### src/rtl/shift_sequencer.sv
// rtl/shift_sequencer.sv - sequences an N-bit shift register through multi-bit shift/rotate commands.
// Optional SHSEQ_ABORT_EN adds Abort input and Aborted output.
module shift_sequencer #(
    parameter int N  = 8,
    parameter int AW = 4
) (
    input  logic          Clock,
    input  logic          Reset,
`ifdef SHSEQ_ABORT_EN
    input  logic          Abort,
    output logic          Aborted,
`endif
    input  logic          Start,
    input  logic [2:0]    Op,
    input  logic [AW-1:0] Amount,
    input  logic [N-1:0]  Data,
    output logic          Ready,
    output logic          Done,
    output logic          Carry,
    output logic          Error,
    output logic [1:0]    RegMode,
    output logic          RegCIn,
    output logic [N-1:0]  RegInput,
    input  logic          RegCOut,
    input  logic [N-1:0]  RegOutput
);

    localparam logic [2:0] OP_LSL = 3'd0;
    localparam logic [2:0] OP_LSR = 3'd1;
    localparam logic [2:0] OP_ASR = 3'd2;
    localparam logic [2:0] OP_ROL = 3'd3;
    localparam logic [2:0] OP_ROR = 3'd4;

    localparam logic [1:0] MODE_KEEP = 2'b00;
    localparam logic [1:0] MODE_LOAD = 2'b01;
    localparam logic [1:0] MODE_SHL  = 2'b10;
    localparam logic [1:0] MODE_SHR  = 2'b11;

    typedef enum logic [1:0] {S_IDLE, S_LOAD, S_SHIFT, S_FINISH} state_t;

    state_t        state, state_next;
    logic [2:0]    op_q;
    logic [AW-1:0] amt_q;
    logic [AW-1:0] count;
    logic [N-1:0]  data_q;
    logic          op_legal;
    logic          abort_req;

    assign op_legal = (Op <= OP_ROR);
    assign RegInput = data_q;

`ifdef SHSEQ_ABORT_EN
    logic abort_pend;
    assign abort_req = Abort;
`else
    assign abort_req = 1'b0;
`endif

    always_comb begin
        state_next = state;
        Ready      = 1'b0;
        RegMode    = MODE_KEEP;
        RegCIn     = 1'b0;
        case (state)
            S_IDLE: begin
                Ready = 1'b1;
                if (Start && op_legal)
                    state_next = S_LOAD;
            end
            S_LOAD: begin
                RegMode    = MODE_LOAD;
                state_next = (amt_q != '0 && !abort_req) ? S_SHIFT : S_FINISH;
            end
            S_SHIFT: begin
                RegMode = (op_q == OP_LSL || op_q == OP_ROL) ? MODE_SHL : MODE_SHR;
                // Fill bit follows the live register output so each step is correct.
                case (op_q)
                    OP_ASR, OP_ROL: RegCIn = RegOutput[N-1];
                    OP_ROR:         RegCIn = RegOutput[0];
                    default:        RegCIn = 1'b0;
                endcase
                if (count == AW'(1) || abort_req)
                    state_next = S_FINISH;
            end
            S_FINISH: state_next = S_IDLE;
            default:  state_next = S_IDLE;
        endcase
    end

    always_ff @(posedge Clock or posedge Reset) begin
        if (Reset) begin
            state      <= S_IDLE;
            op_q       <= '0;
            amt_q      <= '0;
            data_q     <= '0;
            count      <= '0;
            Done       <= 1'b0;
            Carry      <= 1'b0;
            Error      <= 1'b0;
`ifdef SHSEQ_ABORT_EN
            abort_pend <= 1'b0;
            Aborted    <= 1'b0;
`endif
        end else begin
            state <= state_next;
            Done  <= 1'b0;
            Error <= 1'b0;
            case (state)
                S_IDLE: begin
                    if (Start && op_legal) begin
                        op_q   <= Op;
                        amt_q  <= Amount;
                        data_q <= Data;
                        Carry  <= 1'b0;
`ifdef SHSEQ_ABORT_EN
                        abort_pend <= 1'b0;
                        Aborted    <= 1'b0;
`endif
                    end else if (Start) begin
                        Error <= 1'b1;
                    end
                end
                S_LOAD: begin
                    count <= amt_q;
`ifdef SHSEQ_ABORT_EN
                    if (Abort) abort_pend <= 1'b1;
`endif
                end
                S_SHIFT: begin
                    count <= count - AW'(1);
`ifdef SHSEQ_ABORT_EN
                    if (Abort) abort_pend <= 1'b1;
`endif
                end
                S_FINISH: begin
                    Done  <= 1'b1;
                    Carry <= RegCOut;
`ifdef SHSEQ_ABORT_EN
                    Aborted <= abort_pend;
`endif
                end
                default: ;
            endcase
        end
    end

endmodule

### config.mk
export PLATFORM = sky130hd
export DESIGN_NAME = shift_sequencer
export DESIGN_NICKNAME = d
export VERILOG_FILES = /design/src/rtl/shift_sequencer.sv
export SDC_FILE = /design/constraint.sdc
export NUM_CORES = 1
export LEC_CHECK = 0
export CORE_MARGIN = 2
export CORE_UTILIZATION = 45
export CTS_BUF_LIST = sky130_fd_sc_hd__clkbuf_4
export DETAILED_ROUTE_END_ITERATION = 10
export GPL_TIMING_DRIVEN = 0
export PLACE_DENSITY = 0.87
export SLEW_MARGIN = 20
export SYNTH_ARGS = -nofsm -noshare
export SYNTH_HDL_FRONTEND = slang
export SYNTH_SLANG_ARGS = --single-unit
### constraint.sdc
create_clock -name Clock -period 1.9 [get_ports Clock]
set_input_delay 0.19 -clock Clock [delete_from_list [all_inputs] [get_ports Clock]]
set_output_delay 0.19 -clock Clock [all_outputs]
set_load 0.02 [all_outputs]
==> metrics <==
critical path endpoint RegInput[0]; Max Freq 0.5412 GHz; Core Util, Final 64.40%; reg2reg path depth 7; worst reg2reg setup slack 0.05 ns; Post-synth EDFFs 0; buffers plus inverters on the worst setup path 3; DRT Wirelength 2325 µm; crit-path cells inv_1 > ha_2 > nand2_1 > and2b_1 > buf_6 > buf_6 > mux2_2; synth top area cells dfrtp_1, mux2_2, ha_1; Clk pin slew, worst setup/hold paths 0.12 ns; initial antenna violation count 0; share of cells above drive strength 1 22.73%; max incr delay on CP 0.46 ns; Required @ worst endpoint 2.09 ns; Max Cap Violations 0; worst setup path startpoint state[1]; Syn. warnings 0; core footprint 2432 µm²; Synth cell types 24; Synth Instances 94; Synth Register Bits 24; Crit. End Element flip-flop; Total GRT Usage 17.92%; Setup TNS 0 ns; synth cell count leaders dfrtp_1, mux2_2; via-per-instance ratio 5.284; full die area 2946 µm²; Root Buffer clkbuf_4; grt total ovfl 0; Async SR Flop Fraction 100.0%; Hold Fails Final Rpt 0; detailed-route DRC error count 0; Final period util 97.24%; post-synthesis sequential area ratio 52.81%; # clock sinks 24; final worst slack 0.05237 ns; Crit Path Max Fanout 10; final setup fails 0; Die W 54.28 µm; Worst path depth 7; DP Wirelength 1852 µm; clk_skew 0.005155 ns; Slew Limit Fails 0; ys flop type dfrtp_1; fin nets 167; crit path kind flip-flop to flip-flop; CP Data Arrival Time 2.04 ns; cell mode on critical path buf_6; drt initial violations 20; Clock Latency Late Sink 0.30 ns; mapped cell area 1137 µm²; number of port buffers 35; hold crit path type input pin to async pin; global-route wire length before repair 3698 µm; Post-Syn Nets 127; pwr dens 1665 nW/µm²; post-layout min period 1.848 ns; Worst R2R Start state[1]; CTS H-tree lvls 1; largest area contributor in the netlist dfrtp_1; RR Endpoint RegInput[0]; VDD IR-drop max 0.0008910 V; row count 18; Max transition margin 42.32%; initial cell density of the core 46.76%; Pleak 0.6619 nW; Final ANT Viol Nets 0; Worst Max-Slew Pin Slew 0.8642 ns; CTS buffer count 3; status finished, final reports clean; antenna cells 0; vias in the first global route 842; CP max stage cell dfrtp_2; post-place setup slack -0.3415 ns; Area Overhead vs Synth 37.73%; wire per inst 14.35 µm; cell with the most instances after synthesis dfrtp_1; CTS tree done; synthesized area per cell 12.10 µm²; DR pass1 iterations 4; critical path launch point type flip-flop; clk buf depth 2; Die Ht 54.28 µm; Top Family by Delay on Critical Path flip-flops; I/O pin total 42; Via Count 856; RSZ-0062 raised after global routing yes; routability cong. 0.8033; post-synth top area share 52.81%; maximum number of pins on one net before global-route repair 25
==> per-stage QoR <==
stage	cells	cell area (µm²)	total power [mW]	hold WS, ns
2_1_floorplan	94	1137	1.829	0.2046
3_3_place_gp	159	1525	2.280	0.4889
3_5_place_dp	159	1525	2.368	0.4996
4_1_cts	161	1570	2.624	0.3972
5_1_grt	162	1567	2.825	0.4227
6_report	162	1567	2.609	0.3511
==> layout make-up <==
class / count / area, µm²
inverters: 6 / 22.52
clock buffers: 3 / 22.52
repair buffers: 36 / 346.6
well taps: 30 / 37.54
multi-input cells: 60 / 499.2
plain buffers: 3 / 36.28
flip-flops and latches: 24 / 601.8
fillers: 186 / 865.8
==> kinds of logic after synthesis <==
kind of cell / Yosys count / synth area share [%]
adders and majority gates: 6 / 6.600
muxes: 15 / 14.85
buffers and inverters: 10 / 4.620
and+or+nand+nor: 16 / 7.700
AOI/OAI and AO/OA: 22 / 12.65
xor gates and xnor gates: 1 / 0.7702
DFF: 24 / 52.81
==> power breakdown <==
part / internal (mW) / switching, mW / total, mW
clock network: 0.0737 / 0.135 / 0.209
registers: 0.772 / 0.192 / 0.964
logic: 0.745 / 0.691 / 1.44
total: 1.59 / 1.02 / 2.61
==> flip-flops by register name, indices dropped and copies added, names as in the netlist <==
| register | cells |
|---|---|
| Carry | 1 |
| Done | 1 |
| Error | 1 |
| RegInput | 8 |
| amt_q | 4 |
| count | 4 |
| op_q | 3 |
| state | 2 |
==> metal layers <==
layer	routed length, µm	global-route usage [%]	up-vias
met5	0	0	-
met1	970	22.05	417
met2	1187	30.72	28
li1	-	-	407
met4	35	6.250	0
met3	132	4.098	4
==> worst register-to-register path, delay by kind of cell, from the launching register on <==
| family | cells | cell delay (ns) |
|---|---|---|
| muxes | 1 | 0.35 |
| and+or+nand+nor | 2 | 0.31 |
| adders and majority gates | 1 | 0.23 |
| buffers and inverters | 3 | 0.39 |
| DFF | 1 | 0.46 |
==> how the worst min path moves through the flow <==
stage,startpoint,end,slack [ns],depth (start not counted)
floorplan,Reset,Carry,0.20,1
global placement,RegInput[6],RegInput[6],0.49,1
detailed placement,RegInput[2],RegInput[2],0.50,1
CTS,Reset,RegInput[3],0.40,2
global route,Reset,RegInput[3],0.42,2
finish,Reset,RegInput[3],0.35,2
==> what timing repair did <==
item / in CTS / in global routing
buffers inserted: 0 / 1
gates resized for setup: 14 / 3
endpoints found under the setup margin: 4 / 11
hold buffers: 0 / 0
==> layout by cell type (no fill, tap or decap), types with 2 or more instances in the layout <==
cell / netlist / routed
a21oi_1: 6 / 6
buf_2: 0 / 2
buf_6: 2 / 2
clkbuf_4: 0 / 3
clkdlybuf4s50_1: 0 / 32
dfrtp_1: 24 / 23
ha_1: 6 / 4
inv_1: 6 / 5
mux2_2: 15 / 15
nand2_1: 4 / 4
nand2b_1: 2 / 2
nand3_1: 3 / 3
nor2_1: 2 / 2
o211ai_1: 2 / 2
o21a_1: 2 / 2
o21ai_0: 6 / 6
o22a_1: 2 / 2
Note: power is estimated with default switching activity, not from simulation.
